## src/rtl/mac_pkg.sv

```systemverilog
// mac_pkg
// Shared constants and the round-robin search helper for the MAC arbiter
// slice. OP_W is the operand width, RES_W the result width and MAX_REQ the
// largest requester count that the arbiter supports.
package mac_pkg;

  localparam int OP_W    = 16;
  localparam int RES_W   = 32;
  localparam int MAX_REQ = 4;

  typedef struct packed {
    logic       found;
    logic [1:0] idx;
  } rr_result_t;

  // This function returns the first set bit of valid at or above ptr,
  // wrapping at nreq. Bits at or above nreq are never considered.
  function automatic rr_result_t rr_next(input logic [MAX_REQ-1:0] valid,
                                         input logic [1:0]         ptr,
                                         input int                 nreq);
    rr_result_t res;
    int         cand;
    res = '0;
    for (int k = 0; k < MAX_REQ; k++) begin
      cand = (int'(ptr) + k) % nreq;
      if (k < nreq && !res.found && valid[cand[1:0]]) begin
        res.found = 1'b1;
        res.idx   = cand[1:0];
      end
    end
    return res;
  endfunction

endpackage

```

## src/rtl/mac_arbiter_rr_arbiter.sv

```systemverilog
// rr_arbiter
// Combinational round-robin pick among NREQ requesters.
// Ports:
//   valid  - per-requester request valid
//   ptr    - index with highest priority this cycle
//   enable - when low no grant is issued
//   grant  - one-hot grant, or zero
//   idx    - index of the granted requester
//   found  - a grant is issued this cycle
module rr_arbiter
  import mac_pkg::*;
#(
  parameter int NREQ = 2,
  parameter int IDW  = 2
) (
  input  logic [NREQ-1:0] valid,
  input  logic [IDW-1:0]  ptr,
  input  logic            enable,
  output logic [NREQ-1:0] grant,
  output logic [IDW-1:0]  idx,
  output logic            found
);

  logic [MAX_REQ-1:0] valid_ext;
  logic [1:0]         ptr_ext;
  rr_result_t         pick;

  always_comb begin
    valid_ext             = '0;
    valid_ext[NREQ-1:0]   = valid;
    ptr_ext               = 2'(ptr);
    pick                  = rr_next(valid_ext, ptr_ext, NREQ);
    found                 = enable & pick.found;
    idx                   = IDW'(pick.idx);
    grant                 = '0;
    if (found) grant[pick.idx] = 1'b1;
  end

endmodule

```

## src/rtl/mac_arbiter.sv

```systemverilog
// mac_arbiter
// Shares one external combinational MAC (R = A*B + C) between NREQ
// requesters. The winning operands are registered in S1 and drive the MAC.
// The MAC result is registered in S2 and returned with the requester id
// under valid/ready back-pressure.
// Ports:
//   clk, rst              - clock, synchronous active-high reset
//   req_valid/req_ready   - per-requester handshake
//   req_a/req_b/req_c     - packed per-requester operands (16 bits each)
//   mac_a/mac_b/mac_c     - operands to the external MAC (zero when idle)
//   mac_r                 - MAC result
//   res_valid/res_ready   - result handshake
//   res_data/res_id       - registered result and originating requester
//   busy                  - either pipeline stage is occupied
module mac_arbiter
  import mac_pkg::*;
#(
  parameter int NREQ = 2,
  parameter int IDW  = 2
) (
  input  logic                 clk,
  input  logic                 rst,
  input  logic [NREQ-1:0]      req_valid,
  output logic [NREQ-1:0]      req_ready,
  input  logic [OP_W*NREQ-1:0] req_a,
  input  logic [OP_W*NREQ-1:0] req_b,
  input  logic [OP_W*NREQ-1:0] req_c,
  output logic [OP_W-1:0]      mac_a,
  output logic [OP_W-1:0]      mac_b,
  output logic [OP_W-1:0]      mac_c,
  input  logic [RES_W-1:0]     mac_r,
  output logic                 res_valid,
  input  logic                 res_ready,
  output logic [RES_W-1:0]     res_data,
  output logic [IDW-1:0]       res_id,
  output logic                 busy
);

  logic             s1_valid_q, s1_valid_d;
  logic [OP_W-1:0]  s1_a_q, s1_a_d;
  logic [OP_W-1:0]  s1_b_q, s1_b_d;
  logic [OP_W-1:0]  s1_c_q, s1_c_d;
  logic [IDW-1:0]   s1_id_q, s1_id_d;
  logic             s2_valid_q, s2_valid_d;
  logic [RES_W-1:0] s2_data_q, s2_data_d;
  logic [IDW-1:0]   s2_id_q, s2_id_d;
  logic [IDW-1:0]   ptr_q, ptr_d;

  logic             s2_free;
  logic             s1_free;
  logic [NREQ-1:0]  grant;
  logic [IDW-1:0]   gnt_idx;
  logic             gnt_found;

  // A stage is free when empty or when its contents leave this cycle, so a
  // drain, an S1->S2 move and a new grant can all happen together.
  assign s2_free = !s2_valid_q || res_ready;
  assign s1_free = !s1_valid_q || s2_free;

  rr_arbiter #(
    .NREQ (NREQ),
    .IDW  (IDW)
  ) u_rr (
    .valid  (req_valid),
    .ptr    (ptr_q),
    .enable (s1_free),
    .grant  (grant),
    .idx    (gnt_idx),
    .found  (gnt_found)
  );

  always_comb begin
    s1_valid_d = s1_valid_q;
    s1_a_d     = s1_a_q;
    s1_b_d     = s1_b_q;
    s1_c_d     = s1_c_q;
    s1_id_d    = s1_id_q;
    s2_valid_d = s2_valid_q;
    s2_data_d  = s2_data_q;
    s2_id_d    = s2_id_q;
    ptr_d      = ptr_q;

    if (s2_free) begin
      s2_valid_d = s1_valid_q;
      if (s1_valid_q) begin
        s2_data_d = mac_r;
        s2_id_d   = s1_id_q;
      end
    end

    if (s1_free) begin
      s1_valid_d = gnt_found;
      if (gnt_found) begin
        s1_a_d  = req_a[OP_W*int'(gnt_idx) +: OP_W];
        s1_b_d  = req_b[OP_W*int'(gnt_idx) +: OP_W];
        s1_c_d  = req_c[OP_W*int'(gnt_idx) +: OP_W];
        s1_id_d = gnt_idx;
        ptr_d   = (gnt_idx == IDW'(NREQ - 1)) ? '0 : gnt_idx + IDW'(1);
      end
    end
  end

  always_ff @(posedge clk) begin
    if (rst) begin
      s1_valid_q <= 1'b0;
      s1_a_q     <= '0;
      s1_b_q     <= '0;
      s1_c_q     <= '0;
      s1_id_q    <= '0;
      s2_valid_q <= 1'b0;
      s2_data_q  <= '0;
      s2_id_q    <= '0;
      ptr_q      <= '0;
    end else begin
      s1_valid_q <= s1_valid_d;
      s1_a_q     <= s1_a_d;
      s1_b_q     <= s1_b_d;
      s1_c_q     <= s1_c_d;
      s1_id_q    <= s1_id_d;
      s2_valid_q <= s2_valid_d;
      s2_data_q  <= s2_data_d;
      s2_id_q    <= s2_id_d;
      ptr_q      <= ptr_d;
    end
  end

  // The MAC inputs are gated so that an idle MAC sees zeros, not stale operands.
  assign mac_a     = s1_valid_q ? s1_a_q : '0;
  assign mac_b     = s1_valid_q ? s1_b_q : '0;
  assign mac_c     = s1_valid_q ? s1_c_q : '0;
  assign req_ready = grant;
  assign res_valid = s2_valid_q;
  assign res_data  = s2_data_q;
  assign res_id    = s2_id_q;
  assign busy      = s1_valid_q || s2_valid_q;

endmodule

```

## config.mk

```make
export PLATFORM = sky130hd
export DESIGN_NAME = mac_arbiter
export DESIGN_NICKNAME = d
export VERILOG_FILES = /design/src/rtl/mac_pkg.sv /design/src/rtl/mac_arbiter_rr_arbiter.sv /design/src/rtl/mac_arbiter.sv
export SDC_FILE = /design/constraint.sdc
export NUM_CORES = 1
export LEC_CHECK = 0
export BUFFER_PORTS_ARGS = -buffer_cell sky130_fd_sc_hd__clkbuf_2
export CORE_ASPECT_RATIO = 2
export CORE_MARGIN = 5
export CORE_UTILIZATION = 44
export CTS_CLUSTER_SIZE = 14
export DETAILED_ROUTE_END_ITERATION = 8
export HOLD_SLACK_MARGIN = 0.08
export PLACE_DENSITY = 0.76
export RECOVER_POWER = 25
export SYNTH_ARGS = -nofsm -noshare
export SYNTH_HDL_FRONTEND = slang
export SYNTH_SLANG_ARGS = --single-unit
```

## constraint.sdc

```tcl
create_clock -name clk -period 1.9 [get_ports clk]
set_input_delay 0.095 -clock clk [delete_from_list [all_inputs] [get_ports clk]]
set_output_delay 0.095 -clock clk [all_outputs]
set_load 0.005 [all_outputs]
```

==> results.py <==
metrics = {
    "floorplan": {
        "design.die.area_um2": 11000,
        "core-area_um2": 8650,
        "rows": 48,
        "die_h_um": 143,
        "start_util": 0.453,
        "die_w_um": 76.7,
        "io_pins": 219,
    },
    "synthesis": {
        "netlist_instances": 449,
        "ys_ff_latch": 85,
        "synth_cell_types": 24,
        "synth.top_cells.by_area": "dfxtp_1 43%, a221o_1 12%, a21oi_1 11%",
        "synth_top_area_frac": 0.434,
        "synth.net_count": 582,
        "netlist_area_um2": 3920,
        "avgSynthCellArea_um2": 8.73,
        "ys_seq_area_frac": 0.434,
        "yosysWarnings": 0,
        "synth_area_leader_cell": "dfxtp_1",
    },
    "global_routing": {
        "grtUsageTotal": 0.282,
        "overflow": 0,
        "grt_pass1_vias": 5105,
        "grt_max_degree": 55,
        "antenna_found_initial": 2,
        "grt_pass1_wl_um": 25300,
    },
    "timing": {
        "relSlewSlack": 0.429,
        "drv_slew": 0,
        "finalClockSkew_ns": 0.00919,
        "whs_ns": 0.141,
        "report.final.setup_viol": 0,
        "fmax_mhz": 575,
        "tightest_slew_ns": 0.856,
        "hold_viol": 0,
        "min_period_over_period": 0.915,
        "tns_ns": 0,
        "rsz0062_at_grt": "false",
        "period_needed_ns": 1.74,
    },
    "clock_tree": {
        "insertion_delay_ns": 0.34,
        "clock_path_buffers": 2,
        "htreeDepth": 3,
        "numCtsBuffers": 9,
        "cts_sinks": 85,
        "cts.clk_slew.worst_paths_ns": 0.06,
        "cts_tree": "built",
        "clock-root-buffer": "clkbuf_16",
    },
    "worst_setup_path": {
        "critPathKind": "register to output port",
        "endpoint_kind": "output port",
        "worstSetupStartpointType": "register",
        "cp_data_required_time_ns": 1.80,
        "arrival_ns": 1.64,
        "cp_max_fo": 29,
        "r2r_slack_ns": 0.26,
    },
    "power_and_ir_drop": {
        "comb_power_share": 0.198,
        "seqPwrFrac": 0.434,
        "ir_worst_vdd_mv": 0.658,
        "p_per_area_nw_per_um2": 700,
        "power_leakage_nw": 2.89,
        "swShare": 0.247,
        "pwr-share-clk": 0.368,
        "p_sw_mw": 1.14,
        "p_int_mw": 3.47,
    },
    "place": {
        "gp_congestion": 0.788,
        "dp_cells": 727,
        "place_area_um2": 5010,
        "hpwl_um": 9120,
        "portBuffers": 217,
    },
    "route": {
        "vias": 4943,
        "wl_um": 15900,
        "drtIter0Drc": 375,
        "postRouteAntennaNets": 0,
        "drc": 0,
        "firstDrtPassIters": 5,
        "wl_per_cell_um": 18.1,
        "vias_per_cell": 5.64,
    },
    "cells_and_area": {
        "syn_to_final_growth_pct": 68.0,
        "nFillCells": 580,
        "final_util": 0.761,
        "nNetsFinal": 902,
        "final_cells": 876,
        "stdcell_area_um2": 6580,
        "drive_above_1_share": 0.282,
    },
    "min_path": {
        "hold_class": "primary input to register",
    },
    "flow_run": {
        "maxCapViolCount": 0,
    },
    "outcome": {
        "status": "completed",
    },
}
==> worst paths after layout <==
check                             startpoint         end  depth (start not counted)
worst max-delay path              s1_valid_q    mac_c[4]                          4
worst min-delay path            req_valid[0]    ptr_q[0]                          3
worst max register to register    s1_valid_q  s1_valid_q                          4
worst min register to register    s1_id_q[0]   res_id[0]                          2
==> timing repair <==
item | 4_1_cts | 5_1_grt
endpoints found under the hold margin | 82 | 0
setup buffers | 0 | 0
resized for setup | 1 | 1
setup endpoints to repair | 13 | 10
hold buffers | 131 | 0
==> cells in the mapped netlist <==
master,count
a311oi_1,1
conb_1,1
a2111oi_4,1
a21bo_2,1
inv_1,3
buf_1,4
dfxtp_1,85
nor2_1,1
nand2_1,1
nor2b_2,1
buf_2,7
nand3b_1,2
and3_4,1
nand3_1,33
buf_6,5
clkbuf_1,32
and2_1,48
or2_2,2
nor2b_1,1
nand2b_1,49
a221o_1,48
buf_4,2
a21oi_1,87
o21ai_0,33
==> through the flow <==
stage | setup WS, ns | power (mW)
after floorplan | 0.401 | 2.38
after global placement | 0.356 | 2.69
after detailed placement | 0.263 | 2.71
after CTS | 0.0543 | 4.61
after global routing | 0.0654 | 4.80
final | 0.161 | 4.61
==> critical path: stages, from the launching register on <==
cell,delay (ns)
dfxtp_4,0.47
buf_6,0.26
buf_4,0.28
and2_1,0.16
clkbuf_2,0.13
==> cells by family after synthesis <==
family | Yosys count | synth area share
AOI/OAI and AO/OA | 171 | 0.288
and+or+nand+nor | 139 | 0.213
DFF | 85 | 0.434
buffers and inverters | 53 | 0.0645
other | 1 | 0.000957
==> power groups by stage <==
stage / sequential, mW / clock, mW / combinational (mW)
6_report: 2.00 / 1.70 / 0.911
5_1_grt: 2.01 / 1.79 / 0.990
3_5_place_dp: 2.03 / 0 / 0.674
3_3_place_gp: 2.02 / 0 / 0.663
2_1_floorplan: 2.01 / 0 / 0.367
4_1_cts: 2.00 / 1.72 / 0.893
==> layer usage <==
| layer | GRT usage | routed length (µm) |
|---|---|---|
| met1 | 0.288 | 5300 |
| met2 | 0.493 | 8310 |
| met3 | 0.0797 | 1340 |
| met4 | 0.191 | 909 |
| met5 | 0 | 0 |
==> cell usage in the layout (no fill, tap or decap) <==
cell type	netlist	final
dfxtp_1	85	84
inv_1	3	3
a21bo_2	1	1
nor2_1	1	1
and2_0	0	5
and2_1	48	43
a221o_1	48	48
nand3_1	33	33
diode_2	0	4
buf_12	0	3
dlygate4sd3_1	0	131
or2_2	2	2
clkbuf_2	0	188
nand3b_1	2	2
nand2_1	1	1
buf_4	2	7
nand2b_1	49	49
nor2b_1	1	1
a2111oi_4	1	1
clkbuf_16	0	9
nor2b_2	1	1
clkinv_2	0	1
bufinv_16	0	1
clkbuf_1	32	31
o21ai_0	33	33
conb_1	1	1
a21oi_1	87	87
and3_4	1	1
buf_6	5	1
clkbuf_8	0	1
a311oi_1	1	1
dfxtp_4	0	1
==> registers in the layout, summed over array words and instances, names as in the netlist <==
name / count
s1_c_q: 16
res_valid: 1
s1_a_q: 16
ptr_q: 1
s1_id_q: 1
s1_b_q: 16
s1_valid_q: 1
res_id: 1
res_data: 32
==> final cells by class <==
type | instances | area [µm²] | area share
diodes | 4 | 10.0 | 0.00152
repair buffers | 359 | 2480 | 0.377
clock buffers | 12 | 246 | 0.0374
well taps | 100 | 125 | 0.0190
multi-input cells | 311 | 1960 | 0.298
clock inverters | 2 | 35.0 | 0.00532
inverters | 3 | 11.3 | 0.00171
flip-flops and latches | 85 | 1710 | 0.259
No activity file was read; power rests on OpenSTA's default activity.
